==> config.mk <==
export PLATFORM = sky130hd
export DESIGN_NAME = keypad_scanner_flat
export DESIGN_NICKNAME = d
export VERILOG_FILES = /design/src/rtl/keypad_pkg.sv /design/src/rtl/keypad_scanner_if.sv /design/src/rtl/keypad_row_sync.sv /design/src/rtl/keypad_scanner.sv /design/src/flat_wrapper.sv
export SDC_FILE = /design/constraint.sdc
export NUM_CORES = 1
export LEC_CHECK = 0
export ABC_AREA = 1
export BUFFER_PORTS_ARGS = -buffer_cell sky130_fd_sc_hd__buf_4
export CAP_MARGIN = 20
export CORE_AREA = 2 2 93 50
export CTS_CLUSTER_DIAMETER = 50
export DETAILED_ROUTE_END_ITERATION = 8
export DIE_AREA = 0 0 95 52
export PLACE_DENSITY = 0.68
export SLEW_MARGIN = 20
export SYNTH_ARGS = -nofsm -noshare
export SYNTH_HDL_FRONTEND = slang
export SYNTH_SLANG_ARGS = --single-unit
==> constraint.sdc <==
create_clock -name clk -period 2.1 [get_ports clk]
set_clock_uncertainty 0.1 [all_clocks]
set_input_delay 0.105 -clock clk [delete_from_list [all_inputs] [get_ports clk]]
set_output_delay 0.105 -clock clk [all_outputs]
set_load 0.01 [all_outputs]
==> src/rtl/keypad_pkg.sv <==
// Shared types and constants for the 4x4 keypad scanner.
// KEY_LEGEND is consulted only in builds with KEYPAD_HEXMAP_EN defined.
package keypad_pkg;

    typedef enum logic [1:0] {
        SCAN     = 2'd0,
        DEBOUNCE = 2'd1,
        PRESSED  = 2'd2
    } state_t;

    // All columns released; a driven column is this value with one bit cleared.
    localparam logic [3:0] COL_IDLE = 4'b1111;

    // Legend indexed by the raw code {row[1:0], col[1:0]}; '*' is E and '#' is F.
    localparam logic [3:0] KEY_LEGEND [16] = '{
        4'h1, 4'h2, 4'h3, 4'hA,
        4'h4, 4'h5, 4'h6, 4'hB,
        4'h7, 4'h8, 4'h9, 4'hC,
        4'hE, 4'h0, 4'hF, 4'hD
    };

endpackage

==> src/rtl/keypad_scanner_if.sv <==
// Key-event bus from the keypad scanner to the calculator core.
interface keypad_scanner_if;

    logic [3:0] key_code;
    logic       key_valid;
    logic       key_held;

    modport master (output key_code, output key_valid, output key_held);
    modport slave  (input  key_code, input  key_valid, input  key_held);

endinterface

==> src/rtl/keypad_row_sync.sv <==
// Two-flop synchronizer for asynchronous pad inputs (keypad rows by default).
module keypad_row_sync #(
    parameter int WIDTH = 4
) (
    input  logic             clk,
    input  logic [WIDTH-1:0] async_in,
    output logic [WIDTH-1:0] sync_out
);

    logic [WIDTH-1:0] meta_p0;
    logic [WIDTH-1:0] sync_p1;

    // Stage p0 may go metastable; p1 is the first value safe to use.
    always_ff @(posedge clk) begin
        meta_p0 <= async_in;
        sync_p1 <= meta_p0;
    end

    assign sync_out = sync_p1;

endmodule

==> src/rtl/keypad_scanner.sv <==
// 4x4 keypad scanner: column drive, row debounce, one strobe per accepted press.
// Define KEYPAD_HEXMAP_EN to emit legend values instead of raw {row,col} codes.
module keypad_scanner
    import keypad_pkg::*;
#(
    parameter int CLK_DIV        = 1000,
    parameter int DEBOUNCE_TICKS = 8
) (
    input  logic              clk,
    input  logic              rst,
    input  logic [3:0]        IO_P4_ROW,
    output logic [3:0]        IO_P4_COL,
    keypad_scanner_if.master  key_if
);

    localparam int DIV_W = (CLK_DIV > 1) ? $clog2(CLK_DIV) : 1;
    localparam int DEB_W = $clog2(DEBOUNCE_TICKS + 1);
    localparam logic [DIV_W-1:0] DIV_LAST = DIV_W'(CLK_DIV - 1);
    localparam logic [DEB_W-1:0] DEB_LAST = DEB_W'(DEBOUNCE_TICKS - 1);

    function automatic logic [1:0] lowest_row(input logic [3:0] rows_n);
        if (!rows_n[0])      return 2'd0;
        else if (!rows_n[1]) return 2'd1;
        else if (!rows_n[2]) return 2'd2;
        else                 return 2'd3;
    endfunction

    function automatic logic [3:0] encode_key(input logic [1:0] row, input logic [1:0] col);
`ifdef KEYPAD_HEXMAP_EN
        return KEY_LEGEND[{row, col}];
`else
        return {row, col};
`endif
    endfunction

    logic [3:0]       row_s;
    logic [DIV_W-1:0] tick_cnt;
    logic             tick;
    state_t           state, state_n;
    logic [1:0]       col_idx, col_n;
    logic [1:0]       key_col, key_col_n;
    logic [3:0]       row_pattern, pattern_n;
    logic [DEB_W-1:0] deb_cnt, deb_n;
    logic [DEB_W-1:0] rel_cnt, rel_n;
    logic [3:0]       key_code_q, code_n;
    logic             key_valid_q, valid_n;

    keypad_row_sync #(.WIDTH(4)) u_row_sync (
        .clk      (clk),
        .async_in (IO_P4_ROW),
        .sync_out (row_s)
    );

    assign tick = (tick_cnt == DIV_LAST);

    always_comb begin
        state_n   = state;
        col_n     = col_idx;
        key_col_n = key_col;
        pattern_n = row_pattern;
        deb_n     = deb_cnt;
        rel_n     = rel_cnt;
        code_n    = key_code_q;
        valid_n   = 1'b0;
        if (tick) begin
            unique case (state)
                SCAN: begin
                    if (!(&row_s)) begin
                        pattern_n = row_s;
                        key_col_n = col_idx;
                        deb_n     = '0;
                        state_n   = DEBOUNCE;
                    end else begin
                        col_n = col_idx + 2'd1;
                    end
                end
                DEBOUNCE: begin
                    if (row_s != row_pattern) begin
                        state_n = SCAN;
                        col_n   = col_idx + 2'd1;
                    end else if (deb_cnt == DEB_LAST) begin
                        code_n  = encode_key(lowest_row(row_pattern), key_col);
                        valid_n = 1'b1;
                        rel_n   = '0;
                        state_n = PRESSED;
                    end else begin
                        deb_n = deb_cnt + DEB_W'(1);
                    end
                end
                PRESSED: begin
                    // Any low row, not just the accepted one, restarts the release count.
                    if (&row_s) begin
                        if (rel_cnt == DEB_LAST) begin
                            state_n = SCAN;
                            col_n   = col_idx + 2'd1;
                        end else begin
                            rel_n = rel_cnt + DEB_W'(1);
                        end
                    end else begin
                        rel_n = '0;
                    end
                end
                default: state_n = SCAN;
            endcase
        end
    end

    always_ff @(posedge clk) begin
        if (rst) begin
            state       <= SCAN;
            tick_cnt    <= '0;
            col_idx     <= 2'd0;
            deb_cnt     <= '0;
            rel_cnt     <= '0;
            key_code_q  <= 4'h0;
            key_valid_q <= 1'b0;
        end else begin
            state       <= state_n;
            tick_cnt    <= tick ? '0 : tick_cnt + DIV_W'(1);
            col_idx     <= col_n;
            deb_cnt     <= deb_n;
            rel_cnt     <= rel_n;
            key_code_q  <= code_n;
            key_valid_q <= valid_n;
        end
    end

    // Captured press context; only meaningful while debouncing, so no reset.
    always_ff @(posedge clk) begin
        row_pattern <= pattern_n;
        key_col     <= key_col_n;
    end

    assign IO_P4_COL        = COL_IDLE ^ (4'b0001 << col_idx);
    assign key_if.key_code  = key_code_q;
    assign key_if.key_valid = key_valid_q;
    assign key_if.key_held  = (state == PRESSED);

endmodule

==> src/flat_wrapper.sv <==
// flat-port wrapper written by rule: the top's interface ports become plain ports
module keypad_scanner_flat import keypad_pkg::*;
#(
    parameter int CLK_DIV        = 1000,
    parameter int DEBOUNCE_TICKS = 8
)
  (clk, rst, IO_P4_ROW, IO_P4_COL, key_if_key_code, key_if_key_valid, key_if_key_held);
  keypad_scanner_if key_if_i ();
  input  logic clk;
  input  logic rst;
  input  logic [3:0] IO_P4_ROW;
  output logic [3:0] IO_P4_COL;
  output wire logic [$bits(key_if_i.key_code)-1:0] key_if_key_code;
  output wire logic [$bits(key_if_i.key_valid)-1:0] key_if_key_valid;
  output wire logic [$bits(key_if_i.key_held)-1:0] key_if_key_held;
  assign key_if_key_code = key_if_i.key_code;
  assign key_if_key_valid = key_if_i.key_valid;
  assign key_if_key_held = key_if_i.key_held;
  keypad_scanner #(.CLK_DIV(CLK_DIV), .DEBOUNCE_TICKS(DEBOUNCE_TICKS)) u_core (.clk(clk), .rst(rst), .IO_P4_ROW(IO_P4_ROW), .IO_P4_COL(IO_P4_COL), .key_if(key_if_i));
endmodule
Yosys cells after proc, flatten, opt, wreduce, memory -nomap -nowiden
Cells that the tools add are included.
- bits in registers: 41
- input bits: 6
- output and inout port bits: 10
- word-level logic and storage cells: 74
- add/subtract/negate cells: 4
- eq/ne operators: 16
- shift operators: 1
- mux-type cells: 24
- bitwise logic cells: 5
- reduce and logical (&&, ||, !) cells: 13
- operators by type and width (kind ; count):
    $mux 4 ; 7
    $mux 2 ; 11
    $pmux 4 s2 ; 2
    $reduce_and 5->1 ; 3
    $pmux 2 s3 ; 2
    $add 10x1->10 const B ; 1
    $eq 10x10->1 const B ; 1
    $ne 2x1->1 const B ; 5
    $add 4x1->4 const B ; 2
    $eq 4x3->1 const B ; 2
    $reduce_and 4->1 ; 2
    $ne 2x2->1 const B ; 3
    $reduce_and 6->1 ; 1
    $ne 4x4->1 ; 1
    $not 1->1 ; 4
    $not 4->4 ; 1
    $reduce_bool 2->1 ; 2
    $reduce_or 4->1 ; 1
    $shl 1x2->4 const A ; 1
    $ne 3x1->1 const B ; 1
    $ne 3x3->1 const B ; 1
    $reduce_and 3->1 ; 1
    $reduce_bool 3->1 ; 1
    $add 2x1->2 const B ; 1
    5 further kinds ; 6

Depth between registers and ports, before layout
- word-level depth: 4
- mapped depth: 11
- mapped depth without buffers: 11

Modules after synthesis
From an unflattened synthesis, not the netlist that was laid out.
- cell total of the unflattened synthesis: 251
- area total of the unflattened synthesis: 1940.6 sq um
- modules (own cells, without submodules) (module ; instances ; cells each ; area an instance (sq um) ; seq. area each (sq um)):
    keypad_scanner ; 1 ; 243 ; 1780.5 ; 720.7
    keypad_row_sync ; 1 ; 8 ; 160.2 ; 160.2

Least setup slack after synthesis
OpenSTA, ideal clock, no wires.
- path kind: register -> register
- from: register u_core.tick_cnt[0]
- to: register u_core.key_col[0], enable pin
- library setup time: 350 ps
- arrival: 1211 ps
- required time: 1650 ps
- slack: 439 ps
- cell stages (with the launch flop): 6
- path buffers: 0
- period minus slack after synthesis: 1661 ps
- cells stage by stage: dfxtp_1 > ha_1 > nand3_2 > nor2_8 > inv_2 > nor2_1
- word-level cells in the longest chain between the ends: 2
- ends and longest elaborated chain (item ; RTL line ; text):
    start: declaration ; keypad_scanner.sv:37 ; logic [DIV_W-1:0] tick_cnt;
    start signal: assignment ; keypad_scanner.sv:119 ; tick_cnt <= tick ? '0 : tick_cnt + DIV_W'(1);
    $eq 10x10->1 ; keypad_scanner.sv:54 ; assign tick = (tick_cnt == DIV_LAST);
    $reduce_and 3->1 (no line) ; -- ;
    end signal: assignment ; keypad_scanner.sv:131 ; key_col <= key_col_n;
    end: declaration ; keypad_scanner.sv:41 ; logic [1:0] key_col, key_col_n;
Every way passes these cells.
A chain may end at the register's enable or synchronous reset.

Worst setup path after layout
- from: register u_core.tick_cnt[0]
- to: register u_core.row_pattern[2], enable pin
- word-level cells in the longest chain between the ends: 2
- ends and longest elaborated chain (item ; RTL line ; text):
    $eq 10x10->1 ; keypad_scanner.sv:54 ;
    $reduce_and 3->1 (no line) ; -- ;
    end signal: assignment ; keypad_scanner.sv:130 ; row_pattern <= pattern_n;
    end: declaration ; keypad_scanner.sv:42 ; logic [3:0] row_pattern, pattern_n;
Every way passes these cells.

==> results.json <==
{
  "setup_viol": 0,
  "grt_pass1_wl_um": 6760,
  "antenna_cells": 0,
  "required_ns": 1.94,
  "first_global_vias": 1446,
  "finalCriticalPeriod_ns": 1.84,
  "critPathMaxFanout": 6,
  "clock.fmax_ghz": 0.542,
  "end_kind": "flop",
  "avgRoutedWirePerCell_um": 10.8,
  "chipWidth_um": 95,
  "grt_max_degree": 17,
  "hpwl_um": 2880,
  "min_path_type": "reg -> reg",
  "synth_seq_area_share": 0.438,
  "tightest_slew_ns": 0.467,
  "rows": 17,
  "clkTransAtPathRegs_ns": 0.08,
  "crit_arrival_ns": 1.68,
  "power_mw": 1.58,
  "yosys-top-cells-count": "nand2_1 (52), nor2_1 (38), inv_1 (36), dfxtp_1 (35), nand3_1 (13)",
  "die_y_um": 52,
  "portBuffers": 15,
  "drv_cap": 0,
  "postCtsHoldBufs": 5,
  "start_util": 0.480,
  "slew_viol_final": 0,
  "syn_area_per_cell_sq_um": 7.82,
  "finalSetupTns_ns": 0,
  "rsz0062_at_grt": "false",
  "dr_total_vias": 1545,
  "drc": 0,
  "cts-root-buf": "clkbuf_8",
  "clk_latency_ns": 0.29,
  "leakage_nw": 1.11,
  "grt_overflow_total": 0,
  "syn_nets": 270,
  "synth-seq-cells": 41,
  "post-route-period-util": 0.878,
  "routed_wl_um": 3700,
  "cts_max_level": 2,
  "post_cts.repair.setup_buffers": 0,
  "fillCellCount": 390,
  "synthTopCellsByArea": "dfxtp_1 (35%), nand2_1 (9.7%), edfxtp_1 (9.0%)",
  "synth_ff_type": "dfxtp_1",
  "p_per_area_nw_per_um2": 667,
  "status": "completed",
  "ant_nets": 0,
  "ios": 16,
  "start_kind": "flop",
  "yosys_warnings": 0,
  "place_congestion": 0.893,
  "max-clock-path-buffers": 2,
  "slowest_delay_ns": 0.38,
  "ir_drop_mv": 0.448,
  "yosysTopAreaCell": "dfxtp_1",
  "multi_input_area_sq_um": 953,
  "dieArea_sq_um": 4940,
  "register_area_sq_um": 881,
  "synth_top_area_frac": 0.348,
  "finalHoldViolations": 0,
  "grt_antenna_before_repair": 0,
  "viasPerCell": 4.52,
  "rrSetupSlack_ns": 0.26,
  "drive_above_1_share": 0.193,
  "syn_to_final_growth_pct": 18.0,
  "slew_headroom": 0.686,
  "core_area_sq_um": 4190,
  "yosysMostFrequentCell": "nand2_1",
  "postSynthCellCount": 257,
  "synth-edff-count": 6,
  "nNetsFinal": 297,
  "numClockSinks": 41,
  "critical-path-slowest-cell": "nor2_1",
  "drtIter0Drc": 90,
  "crit_chain": "ha_1 -> nand3_2 -> nor2_8 -> inv_2 -> nor2_1",
  "async_flop_share": 0,
  "netlist_area_sq_um": 2010,
  "cts_tree": "yes",
  "cts_resized": 0,
  "track_usage": 0.181,
  "synth_cell_type_count": 31,
  "worstSetupPathType": "reg -> reg",
  "cts_made_buffers": 5,
  "drtPass1Iterations": 4
}
==> flip-flops by register name, summed over array words and instances (netlist names) <==
signal / cells
u_core.tick_cnt: 10
u_core.deb_cnt: 4
u_core.key_if.key_code: 4
u_core.rel_cnt: 4
u_core.row_pattern: 4
u_core.u_row_sync.meta_p0: 4
u_core.u_row_sync.sync_out: 4
u_core.col_idx: 2
u_core.key_col: 2
u_core.state: 2
u_core.key_if.key_valid: 1
==> path summary, 6_finish.rpt <==
check / startpoint / to / depth (start not counted)
worst max register to register: u_core.tick_cnt[0]$_SDFF_PP0_ / u_core.row_pattern[2]$_DFFE_PP_ / 5
worst min register to register: u_core.u_row_sync.meta_p0[3]$_DFF_P_ / u_core.u_row_sync.sync_out[3]$_DFF_P_ / 0
worst max-delay path: u_core.tick_cnt[0]$_SDFF_PP0_ / u_core.row_pattern[2]$_DFFE_PP_ / 5
worst min-delay path: u_core.u_row_sync.meta_p0[3]$_DFF_P_ / u_core.u_row_sync.sync_out[3]$_DFF_P_ / 0
==> cell type report <==
class                      instances  area share
timing repair buffer              21      0.0717
tap                               57      0.0300
sequential                        41       0.371
clock inverter                     2      0.0163
clock buffer                       6      0.0395
multi-input combinational        171       0.402
inverter                          44      0.0696
==> metrics by stage <==
step | hold WS [ns] | utilization | setup WS, ns | instances | area, sq um
global placement | 0.110 | 0.523 | 0.300 | 329 | 2190
floorplan | 0.0327 | - | 0.439 | 257 | 2010
CTS | 0.232 | 0.566 | 0.238 | 342 | 2370
global route | 0.237 | 0.566 | 0.0859 | 342 | 2370
finish | 0.231 | 0.566 | 0.255 | 342 | 2370
detailed placement | 0.111 | 0.523 | 0.247 | 329 | 2190
==> power breakdown <==
part / internal [mW] / switching, mW / total [mW]
combinational: 0.0247 / 0.0306 / 0.0553
clock: 0.431 / 0.282 / 0.712
sequential: 0.807 / 0.00878 / 0.816
total: 1.26 / 0.321 / 1.58
==> layout by cell type (no fill, tap or decap), types with 4 or more instances in the layout <==
| master | instances |
|---|---|
| nand2_1 | 52 |
| nor2_1 | 38 |
| inv_1 | 36 |
| dfxtp_1 | 35 |
| buf_4 | 16 |
| nand3_1 | 13 |
| a21oi_1 | 11 |
| ha_1 | 7 |
| inv_2 | 6 |
| edfxtp_1 | 6 |
| nor2_4 | 5 |
| o21ai_0 | 5 |
| o21ai_1 | 5 |
| clkbuf_8 | 5 |
| dlygate4sd3_1 | 5 |
| nand3_2 | 4 |
| nor3_1 | 4 |
| nand2_2 | 4 |
==> critical path, delay by kind of cell (launching register included) <==
family	cells	cell delay (ns)
fa+ha+maj	1	0.24
buf+inv	1	0.08
simple gates	3	0.70
flops	1	0.36
==> routing by layer <==
layer / vias to the layer above / GRT usage / wire [um]
met5: - / 0 / 0
met4: 0 / 0.0362 / 14
met3: 2 / 0.0522 / 263
met2: 35 / 0.238 / 1210
met1: 653 / 0.286 / 2220
li1: 855 / - / -
==> cells by family after synthesis <==
family          synth area share
compound gates            0.0647
xor+xnor                  0.0131
fa+ha+maj                 0.0436
buf+inv                   0.0877
flops                      0.438
simple gates               0.353
No activity file was read; power rests on OpenSTA's default activity.
